[config.mk]
export PLATFORM = sky130hd
export DESIGN_NAME = wb_arbiter
export DESIGN_NICKNAME = d
export VERILOG_FILES = /design/src/rtl/wb_arbiter.sv
export SDC_FILE = /design/constraint.sdc
export NUM_CORES = 1
export LEC_CHECK = 0
export ABC_AREA = 0
export BUFFER_PORTS_ARGS = -buffer_cell sky130_fd_sc_hd__buf_4
export CAP_MARGIN = 20
export CELL_PAD_IN_SITES_DETAIL_PLACEMENT = 0
export CELL_PAD_IN_SITES_GLOBAL_PLACEMENT = 1
export CORE_ASPECT_RATIO = 0.6
export CORE_MARGIN = 5
export CORE_UTILIZATION = 40
export DETAILED_ROUTE_END_ITERATION = 7
export PLACE_DENSITY_LB_ADDON = 0.1
export SLEW_MARGIN = 0
export SYNTH_ARGS = -nofsm -noshare
export SYNTH_HDL_FRONTEND = slang
export SYNTH_SLANG_ARGS = --single-unit
[constraint.sdc]
create_clock -name clk -period 5 [get_ports clk]
set_clock_uncertainty 0.2 [all_clocks]
set_input_delay 0.5 -clock clk [delete_from_list [all_inputs] [get_ports clk]]
set_output_delay 0.5 -clock clk [all_outputs]
set_load 0.005 [all_outputs]
[src/rtl/wb_arbiter.sv]
// Register-file write-port arbiter between ALU writeback and load responses.
// It also keeps the outstanding-load scoreboard that drives the decode busy flags.
module wb_arbiter #(
    parameter int MAX_LOADS = 4,
    parameter int CNT_W     = 4
) (
    input  logic             clk,
    input  logic             rst,
    input  logic             alu_wb_valid,
    output logic             alu_wb_ready,
    input  logic [4:0]       alu_rd_addr,
    input  logic [31:0]      alu_wb_data,
    input  logic             ld_issue_valid,
    output logic             ld_issue_ready,
    input  logic [4:0]       ld_issue_rd,
    input  logic             ld_rsp_valid,
    output logic             ld_rsp_ready,
    input  logic [4:0]       ld_rsp_rd,
    input  logic [31:0]      ld_rsp_data,
    input  logic [4:0]       rs1_addr,
    input  logic [4:0]       rs2_addr,
    output logic             rs1_busy,
    output logic             rs2_busy,
    output logic             RegWrite,
    output logic [4:0]       rd_addr,
    output logic [31:0]      write_data,
    output logic [CNT_W-1:0] pending_cnt,
    output logic             err_stale
);

    typedef enum logic {GRANT_ALU = 1'b0, GRANT_LD = 1'b1} grant_t;

    grant_t      last_grant;
    logic [31:0] busy;
    logic [31:0] busy_next;
    logic        alu_elig;
    logic        ld_elig;
    logic        alu_xfer;
    logic        rsp_xfer;
    logic        issue_xfer;
    logic        rsp_live;
    logic        rsp_stale;
    logic        cnt_inc;
    logic        cnt_dec;

    // An ALU write to a register with a load in flight waits for that load (WAW).
    assign alu_elig = alu_wb_valid && !busy[alu_rd_addr];
    assign ld_elig  = ld_rsp_valid;

    assign alu_wb_ready = alu_elig && (!ld_elig || last_grant == GRANT_LD);
    assign ld_rsp_ready = ld_elig && (!alu_elig || last_grant == GRANT_ALU);
    assign ld_issue_ready = (pending_cnt < CNT_W'(MAX_LOADS)) &&
                            (ld_issue_rd == 5'd0 || !busy[ld_issue_rd]);

    assign alu_xfer   = alu_wb_valid && alu_wb_ready;
    assign rsp_xfer   = ld_rsp_valid && ld_rsp_ready;
    assign issue_xfer = ld_issue_valid && ld_issue_ready;

    assign rsp_live  = (ld_rsp_rd != 5'd0) && busy[ld_rsp_rd];
    assign rsp_stale = (ld_rsp_rd != 5'd0) && !busy[ld_rsp_rd];

    // x0 loads are tracked by count only, so their responses just decrement.
    assign cnt_inc = issue_xfer;
    assign cnt_dec = rsp_xfer && (rsp_live || (ld_rsp_rd == 5'd0 && pending_cnt != '0));

    always_comb begin
        busy_next = busy;
        if (rsp_xfer && rsp_live) begin
            busy_next[ld_rsp_rd] = 1'b0;
        end
        if (issue_xfer && ld_issue_rd != 5'd0) begin
            busy_next[ld_issue_rd] = 1'b1;
        end
        busy_next[0] = 1'b0;
    end

    always_ff @(posedge clk) begin
        if (rst) begin
            last_grant  <= GRANT_ALU;
            busy        <= '0;
            pending_cnt <= '0;
            RegWrite    <= 1'b0;
            rd_addr     <= 5'd0;
            write_data  <= 32'd0;
            err_stale   <= 1'b0;
        end else begin
            busy      <= busy_next;
            err_stale <= rsp_xfer && rsp_stale;

            if (cnt_inc && !cnt_dec) begin
                pending_cnt <= pending_cnt + CNT_W'(1);
            end else if (cnt_dec && !cnt_inc) begin
                pending_cnt <= pending_cnt - CNT_W'(1);
            end

            if (alu_xfer) begin
                last_grant <= GRANT_ALU;
                RegWrite   <= (alu_rd_addr != 5'd0);
                rd_addr    <= alu_rd_addr;
                write_data <= alu_wb_data;
            end else if (rsp_xfer) begin
                last_grant <= GRANT_LD;
                RegWrite   <= rsp_live;
                rd_addr    <= ld_rsp_rd;
                write_data <= ld_rsp_data;
            end else begin
                RegWrite   <= 1'b0;
            end
        end
    end

    // The register file commits one edge after RegWrite, so the in-flight write counts as busy.
    assign rs1_busy = (rs1_addr != 5'd0) && (busy[rs1_addr] || (RegWrite && rd_addr == rs1_addr));
    assign rs2_busy = (rs2_addr != 5'd0) && (busy[rs2_addr] || (RegWrite && rd_addr == rs2_addr));

endmodule
==> results.py, run 1 <==
metrics = {
    "die": {
        "ios": 142,
        "core_sq_mm": 0.0121,
        "rows": 31,
        "die_w_microns": 154,
        "initial_core_util": 0.410,
        "die_h_microns": 96.3,
        "die-area_sq_mm": 0.0148,
    },
    "detailed_routing": {
        "vias_per_cell": 6.06,
        "remaining_drc_errors": 0,
        "wl_per_cell_microns": 21.5,
        "drtIter0Drc": 569,
        "postRouteAntennaNets": 0,
        "first_pass_iters": 5,
        "vias": 4809,
        "wl_mm": 17.1,
    },
    "setup_path": {
        "crit_fanout": 6,
        "arrival_ns": 3.78,
        "path_cells": "mux4_2, a32oi_1, o221ai_1, or2_2, o21ai_0, ha_1, inv_1, ha_1, a21o_1, a21oi_1, xnor2_1, or3_1, a21oi_1",
        "cp-end-kind": "flop",
        "cp-start-kind": "flop",
        "crit_slowest_cell": "mux4_2",
        "max_stage_delay_ns": 0.50,
        "cp.required_ns": 5.07,
        "crit_type": "reg2reg",
    },
    "global_route": {
        "grt_max_degree": 74,
        "grt_pass1_wl_mm": 26.1,
        "grt_pass1_vias": 4485,
        "antenna_found_initial": 0,
        "grt_remaining_overflow": 0,
        "track_usage": 0.229,
    },
    "logic_synthesis": {
        "synth-edff-count": 0,
        "avgSynthCellArea_sq_um": 9.57,
        "ys.flop_type": "dfxtp_1",
        "syn-instance-count": 519,
        "syn_nets": 617,
        "synthArstFlopShare": 0,
        "syn_area_sq_mm": 0.00497,
        "synth-seq-cells": 75,
        "yosysUniqueCellTypes": 53,
        "yosysWarningCount": 0,
        "ys_seq_area_frac": 0.302,
    },
    "finish": {
        "num_antenna_cells": 0,
        "multi_input_area_sq_mm": 0.00316,
        "ff_latch_area_sq_mm": 0.00150,
        "final_nets": 722,
        "area_growth_pct": 27.5,
        "layout_common_cells": "buf_4, dfxtp_1, nor2_1",
        "final_common_cell": "buf_4",
        "fillers": 1110,
        "layout-drive-gt1-share": 0.340,
        "design_area_sq_mm": 0.00633,
    },
    "power": {
        "seqPwrFrac": 0.379,
        "switching_share": 0.296,
        "vdd_drop_max_uv": 145,
        "p_clk_frac": 0.365,
        "combPwrFrac": 0.256,
        "power.switching_mw": 0.547,
        "p_int_mw": 1.30,
        "power.density_mw_per_mm2": 292,
        "leakagePower_nw": 2.47,
    },
    "timing": {
        "tns_ns": 0,
        "min_period_ns": 3.71,
        "hold_viol_final": 0,
        "setup_viol": 0,
        "relSlewSlack": 0.285,
        "rsz0062_at_grt": "no",
        "max_freq_mhz": 269,
        "finalCritPeriodShare": 0.742,
        "final_max_slew_viol_count": 0,
        "tightest_slew_ns": 1.07,
    },
    "placed_design": {
        "io_buffers": 141,
        "place_area_sq_mm": 0.00603,
        "hpwl_mm": 12.5,
        "place.gp.congestion": 0.906,
    },
    "outcome": {
        "outcome": "finished, final reports clean",
    },
    "cts": {
        "postCtsHoldBufs": 0,
        "cts_tree": "built",
        "numCtsBuffers": 9,
        "clock-root-buffer": "clkbuf_16",
        "cts_setup_buffers": 0,
        "cts_max_level": 3,
        "cts_sinks": 75,
        "clock_latency_ns": 0.34,
        "cts_resized": 0,
        "cts.clk_slew.worst_paths_ns": 0.06,
        "clockBufferDepth": 2,
    },
    "worst_hold_path": {
        "hold_path_class": "in2reg",
    },
    "flow_run": {
        "max-cap-violations": 0,
    },
}
==> power groups by stage <==
| stage | clock network [mW] | registers [mW] | logic, mW |
|---|---|---|---|
| after global routing | 0.712 | 0.706 | 0.526 |
| after CTS | 0.684 | 0.698 | 0.473 |
| after detailed placement | 0 | 0.710 | 0.470 |
| final | 0.675 | 0.700 | 0.473 |
| after global placement | 0 | 0.710 | 0.466 |
| after floorplan | 0 | 0.700 | 0.275 |
==> per-layer routing <==
layer	part of all wire	wire, microns	global-route usage
met5	0	0	0
met4	0.010	175	0.0551
met3	0.15	2590	0.112
met2	0.40	6760	0.296
met1	0.44	7550	0.334
==> critical path: cells and delay by family (launching register included) <==
kind                     cells  cell delay, ns
AND/OR/NAND/NOR              2            0.63
adder cells (fa/ha/maj)      2            0.53
AO/OA/AOI/OAI                6            1.18
flip-flops                   1            0.41
buffers and inverters        1            0.10
XOR/XNOR                     1            0.09
multiplexers                 1            0.50
==> per-stage QoR <==
stage                      util  hold WS (ns)  instances  total power, mW  setup WS [ns]
final                     0.523         0.253        794             1.85           1.29
after global routing      0.523         0.274        794             1.94           1.01
after CTS                 0.523         0.244        794             1.86           1.32
after detailed placement  0.498         0.278        778             1.18          0.981
after global placement    0.498         0.282        778             1.18           1.04
after floorplan               -         0.265        519            0.975           1.20
==> flip-flops by register name (all words and copies together) (netlist names) <==
name / count
last_grant: 1
rd_addr: 5
pending_cnt: 4
err_stale: 1
busy: 31
write_data: 32
RegWrite: 1
==> cell type report <==
class	instances	area share
flip-flops and latches	75	0.237
clock buffers	13	0.0411
multi-input cells	374	0.499
clock inverters	3	0.00731
well taps	165	0.0326
inverters	20	0.0119
repair buffers	144	0.171
==> cells in the mapped netlist, types with 3 or more instances <==
library cell,n,area [sq um]
nand3_1,7,35.0
o31ai_1,5,37.5
clkbuf_1,23,86.3
a21oi_1,4,20.0
mux4_2,39,878
a32oi_1,4,35.0
and3_1,3,18.8
or3_1,3,18.8
nor4_1,20,125
xor2_1,9,78.8
dfxtp_1,75,1500
a22oi_1,3,22.5
nor2_1,48,180
buf_1,10,37.5
a211oi_1,36,270
nor2b_1,11,68.8
or2_2,8,50.1
ha_1,3,37.5
o21ai_0,13,65.1
mux2_2,4,45.0
buf_6,6,67.6
o41ai_1,15,131
buf_2,9,45.0
xnor2_1,4,35.0
mux2i_1,43,430
inv_1,20,75.1
o22ai_1,27,169
nand2b_1,3,18.8
nand2_1,33,124
==> final timing paths <==
kind	startpoint	to	slack [ns]	depth (start not counted)
worst max-delay path	busy[23]	pending_cnt[3]	1.29	13
worst min-delay path	ld_rsp_valid	last_grant	0.25	3
worst max register to register	busy[23]	pending_cnt[3]	1.29	13
worst min register to register	last_grant	last_grant	0.29	2
==> kinds of logic after synthesis <==
family,after synthesis,synth area share
adder cells (fa/ha/maj),4,0.0116
buffers and inverters,70,0.0652
multiplexers,86,0.273
flip-flops,75,0.302
XOR/XNOR,13,0.0229
AND/OR/NAND/NOR,153,0.155
AO/OA/AOI/OAI,118,0.170
No activity file was read; power rests on OpenSTA's default activity.
==> run 2: changes to the inputs <==
Settings changed: CORE_UTILIZATION 40 to 36.
Clock period 5 ns to 3.2 ns, I/O delays scaled along.
==> run 2 against run 1 <==
Against the previous run: the run now ends with setup timing left; highest routed layer unchanged; wire length grew 11%; count of clock-buffer cells in the layout shrank 4; final cell count grew 13%; critical path depth grew 1; combinational power grew 100%; critical path type unchanged; sequential power grew 57%.
==> results.py, run 2 (synthesis gave the netlist of run 1 again) <==
metrics = {
    "die": {
        "core_sq_mm": 0.0136,
        "die-area_sq_mm": 0.0163,
        "rows": 33,
        "die_h_microns": 101,
        "ios": 142,
        "die_w_microns": 162,
        "initial_core_util": 0.366,
    },
    "finish": {
        "final_nets": 819,
        "num_antenna_cells": 0,
        "layout_common_cells": "buf_4, dfxtp_1, nor2_1",
        "reg_top3": "write_data (32), busy (31), rd_addr (5)",
        "final_common_cell": "buf_4",
        "largest-register": "write_data",
        "largest_reg_flops": 32,
        "area_growth_pct": 47.0,
        "layout-drive-gt1-share": 0.477,
    },
    "power": {
        "combPwrFrac": 0.303,
        "power.switching_mw": 0.997,
        "leakagePower_nw": 3.02,
        "power.density_mw_per_mm2": 429,
        "vdd_drop_max_uv": 259,
        "total_power_mw": 3.13,
        "p_clk_frac": 0.346,
        "switching_share": 0.319,
        "p_int_mw": 2.13,
        "seqPwrFrac": 0.351,
    },
    "detailed_routing": {
        "wl_mm": 19.0,
        "wl_met3_mm": 2.39,
        "vias_per_cell": 5.77,
        "wl_met1_mm": 8.40,
        "highest_layer": "met4",
        "first_pass_iters": 5,
        "wl_per_cell_microns": 21.1,
        "vias": 5201,
        "route.met2.wl_mm": 8.09,
        "remaining_drc_errors": 0,
        "postRouteAntennaNets": 0,
        "drtIter0Drc": 676,
    },
    "cts": {
        "cts_tree": "built",
        "postCtsHoldBufs": 0,
        "cts.clk_slew.worst_paths_ns": 0.07,
        "clock-root-buffer": "clkbuf_16",
        "clock_latency_ns": 0.35,
        "cts_max_level": 3,
        "cts_sinks": 75,
        "clockBufferDepth": 2,
        "numCtsBuffers": 9,
    },
    "global_route": {
        "grt_pass1_vias": 5036,
        "grt_max_degree": 75,
        "track_usage": 0.230,
        "grt_pass1_wl_mm": 29.1,
        "antenna_found_initial": 0,
        "grt_remaining_overflow": 0,
    },
    "timing": {
        "rsz0062_at_grt": "yes",
        "hold_viol_final": 0,
        "relSlewSlack": 0.576,
        "setup_slack_ns": -0.0335,
        "finalCritPeriodShare": 1.01,
        "final_max_slew_viol_count": 0,
        "min_period_ns": 3.23,
        "max_freq_mhz": 309,
        "tightest_slew_ns": 0.630,
        "worst_hold_slack_ns": 0.0721,
        "setup_viol": 1,
    },
    "outcome": {
        "violations": "setup timing",
        "outcome": "finished, violations left",
    },
    "setup_path": {
        "arrival_ns": 3.31,
        "cp.required_ns": 3.28,
        "crit_fanout": 4,
        "cp-end-kind": "flop",
        "cp-start-kind": "flop",
        "crit_type": "reg2reg",
    },
    "flow_run": {
        "max-cap-violations": 0,
    },
    "placed_design": {
        "place.gp.congestion": 1.02,
        "hpwl_mm": 14.1,
        "io_buffers": 141,
    },
    "worst_hold_path": {
        "hold_path_class": "in2reg",
    },
}
-- run 2: per-stage QoR --
stage | TNS (ns) | cell area, sq um | std cells | worst slack (ns) | util
3_5_place_dp | -2.42 | 6740 | 874 | -0.299 | 0.496
2_1_floorplan | -0.168 | 5010 | 519 | -0.168 | -
6_report | -0.0335 | 7300 | 901 | -0.0335 | 0.538
5_1_grt | -0.276 | 7300 | 901 | -0.193 | 0.538
4_1_cts | -0.0173 | 7150 | 897 | -0.0173 | 0.526
3_3_place_gp | -0.697 | 6740 | 874 | -0.246 | 0.496
-- run 2: routing by layer --
metal	vias up	GRT usage
li1	2414	-
met1	2464	0.348
met3	20	0.0625
met4	0	0.0416
met5	-	0
met2	303	0.329
-- run 2: repair_timing --
action,in CTS,in global routing
buffers inserted,7,4
gates resized for setup,23,26
endpoints found under the setup margin,3,28
pin swaps,2,16
-- run 2: worst max-delay path, cell delays in order (launching register included) --
cell and delay, ns:
dfxtp_4 0.37, buf_6 0.12, mux4_2 0.47, a311oi_2 0.32, o211ai_1 0.13, nor2_1 0.16
and2_4 0.18, ha_4 0.14, inv_4 0.04, ha_4 0.20, a21o_1 0.16, a21oi_2 0.14
xnor2_1 0.07, or3_1 0.32, a21oi_2 0.13
-- run 2: worst paths after layout --
kind	start	endpoint	slack (ns)	depth (start not counted)
worst max register to register	busy[23]	pending_cnt[3]	-0.03	14
worst min register to register	last_grant	last_grant	0.30	2
worst max-delay path	busy[23]	pending_cnt[3]	-0.03	14
worst min-delay path	ld_issue_rd[4]	busy[12]	0.07	2
-- run 2: cell type report --
class                      instances  area (sq um)
fill                            1221          6280
multi-input combinational        374          3290
timing repair buffer             241          1880
sequential                        75          1530
clock buffer                       9           225
tap                              175           219
clock inverter                     7          82.6
inverter                          20          77.6
-- run 2: power by group through the flow --
stage | logic, mW | clock network [mW] | registers, mW
after floorplan | 0.451 | 0 | 1.10
after global placement | 0.861 | 0 | 1.11
after detailed placement | 0.865 | 0 | 1.11
after CTS | 0.877 | 1.11 | 1.09
after global routing | 1.04 | 1.14 | 1.11
final | 0.949 | 1.08 | 1.10
==> run 3: changes to the inputs <==
Settings changed: GPL_ROUTABILITY_DRIVEN from default to 0, PLACE_DENSITY from default to 0.82, PLACE_DENSITY_LB_ADDON 0.1 to default, SLEW_MARGIN 0 to default.
==> run 3 against run 2 <==
Against the previous run: final area is 0.36% lower; power down 2.9%; critical path depth did not move; the run still ends with setup timing left; die area stayed put; largest cell class unchanged; sequential cell count is the same; highest routed layer unchanged; combinational power decreased by 4.5%; largest power group unchanged; worst setup slack gained 0.00093 ns; register-to-register slack hardly changed.
==> results.py, run 3 (synthesis gave the netlist of run 1 again) <==
metrics = {
    "timing": {
        "final_max_slew_viol_count": 0,
        "tns_ns": -0.0592,
        "max_freq_mhz": 309,
        "min_period_ns": 3.23,
        "setup_viol": 2,
        "setup_slack_ns": -0.0325,
        "rsz0062_at_grt": "yes",
        "finalCritPeriodShare": 1.01,
        "tightest_slew_ns": 0.632,
        "relSlewSlack": 0.579,
        "worst_hold_slack_ns": 0.0864,
        "hold_viol_final": 0,
    },
    "die": {
        "die-area_sq_mm": 0.0163,
        "die_w_microns": 162,
        "ios": 142,
        "die_h_microns": 101,
        "rows": 33,
        "initial_core_util": 0.366,
        "core_sq_mm": 0.0136,
    },
    "global_route": {
        "grt_pass1_wl_mm": 29.0,
        "grt_remaining_overflow": 0,
        "antenna_found_initial": 0,
        "grt_max_degree": 74,
        "track_usage": 0.225,
        "grt_pass1_vias": 5113,
    },
    "placed_design": {
        "hpwl_mm": 14.0,
        "io_buffers": 141,
        "pre_cts_ws_ns": -0.312,
    },
    "finish": {
        "layout-drive-gt1-share": 0.469,
        "num_antenna_cells": 0,
        "final_nets": 818,
        "reg_top3": "write_data (32), busy (31), rd_addr (5)",
        "largest-register": "write_data",
        "fillers": 1182,
        "area_growth_pct": 46.5,
        "final_common_cell": "buf_4",
        "final_core_util": 0.536,
        "largest_reg_flops": 32,
        "layout_common_cells": "buf_4, dfxtp_1, nor2_1",
    },
    "power": {
        "leakagePower_nw": 3.05,
        "power.switching_mw": 0.944,
        "total_power_mw": 3.04,
        "p_clk_frac": 0.339,
        "vdd_drop_max_uv": 345,
        "combPwrFrac": 0.298,
        "power.density_mw_per_mm2": 417,
        "switching_share": 0.311,
        "p_int_mw": 2.09,
        "seqPwrFrac": 0.362,
    },
    "cts": {
        "clock-root-buffer": "clkbuf_16",
        "cts.clk_slew.worst_paths_ns": 0.06,
        "clockBufferDepth": 2,
        "cts_sinks": 75,
        "postCtsHoldBufs": 0,
        "numCtsBuffers": 9,
        "cts_max_level": 3,
        "cts_tree": "built",
        "clock_latency_ns": 0.34,
    },
    "detailed_routing": {
        "postRouteAntennaNets": 0,
        "first_pass_iters": 5,
        "wl_mm": 19.2,
        "vias_per_cell": 5.92,
        "remaining_drc_errors": 0,
        "wl_per_cell_microns": 21.3,
        "vias": 5328,
        "drtIter0Drc": 743,
    },
    "worst_hold_path": {
        "hold_path_class": "in2reg",
    },
    "setup_path": {
        "cp.required_ns": 3.26,
        "crit_type": "reg2reg",
        "cp-start-kind": "flop",
        "crit_fanout": 5,
        "cp-end-kind": "flop",
        "arrival_ns": 3.29,
    },
    "flow_run": {
        "max-cap-violations": 0,
    },
    "outcome": {
        "outcome": "finished, violations left",
        "violations": "setup timing",
    },
}
-- run 3: changes by cell type in the layout (fill, tap and decap cells not counted), moves of 3 or more --
cell,change
buf_4,+3
dfxtp_1,+4
dfxtp_4,-4
buf_6,-6
-- run 3: per-layer routing --
metal  global-route usage  share of wire  vias to the layer above
met5                    0              0                        -
met4               0.0461          0.011                        0
met3               0.0801           0.12                       24
met2                0.320           0.43                      325
met1                0.329           0.44                     2565
li1                     -              -                     2414
-- run 3: worst paths after layout --
path | start | endpoint | slack [ns] | cells after the start
worst max register to register | busy[3] | pending_cnt[3] | -0.03 | 14
worst max-delay path | busy[3] | pending_cnt[3] | -0.03 | 14
worst min-delay path | ld_issue_rd[4] | busy[12] | 0.09 | 2
worst min register to register | write_data[23] | write_data[23] | 0.30 | 2
-- run 3: power groups by stage --
stage / sequential, mW / clock (mW) / combinational [mW]
finish: 1.10 / 1.03 / 0.906
global route: 1.11 / 1.09 / 0.981
CTS: 1.10 / 1.05 / 0.885
detailed placement: 1.12 / 0 / 0.839
global placement: 1.11 / 0 / 0.814
floorplan: 1.10 / 0 / 0.451
-- run 3: cell type report --
| class | count | area (sq um) | share of cell area |
|---|---|---|---|
| Inverter | 20 | 75.1 | 0.0103 |
| Timing Repair Buffer | 240 | 1880 | 0.258 |
| Sequential cell | 75 | 1520 | 0.209 |
| Multi-Input combinational cell | 374 | 3280 | 0.451 |
| Clock inverter | 7 | 75.1 | 0.0103 |
| Clock buffer | 9 | 225 | 0.0309 |
| Tap cell | 175 | 219 | 0.0301 |
-- run 3: metrics by stage --
step                      area (sq um)  std cells
final                             7280        900
after global routing              7280        900
after floorplan                   5010        519
after detailed placement          6720        872
after CTS                         7170        897
after global placement            6720        872
-- run 3: worst max-delay path, cell delays in order (launching register included) --
cell      delay, ns
dfxtp_1        0.48
mux2i_1        0.11
mux4_2         0.52
o221ai_4       0.27
nor3b_4        0.09
nor2_4         0.12
o21ai_2        0.07
ha_2           0.18
inv_2          0.09
ha_4           0.20
a21o_1         0.15
a21oi_2        0.14
xnor2_1        0.10
or3_1          0.32
a21oi_1        0.12
-- run 3: what timing repair did --
| action | 4_1_cts | 5_1_grt |
|---|---|---|
| gates resized for setup | 24 | 9 |
| pin swaps | 8 | 11 |
| cloned | 0 | 2 |
| setup buffers | 9 | 2 |
| endpoints found under the hold margin | 0 | 0 |
| endpoints found under the setup margin | 3 | 35 |
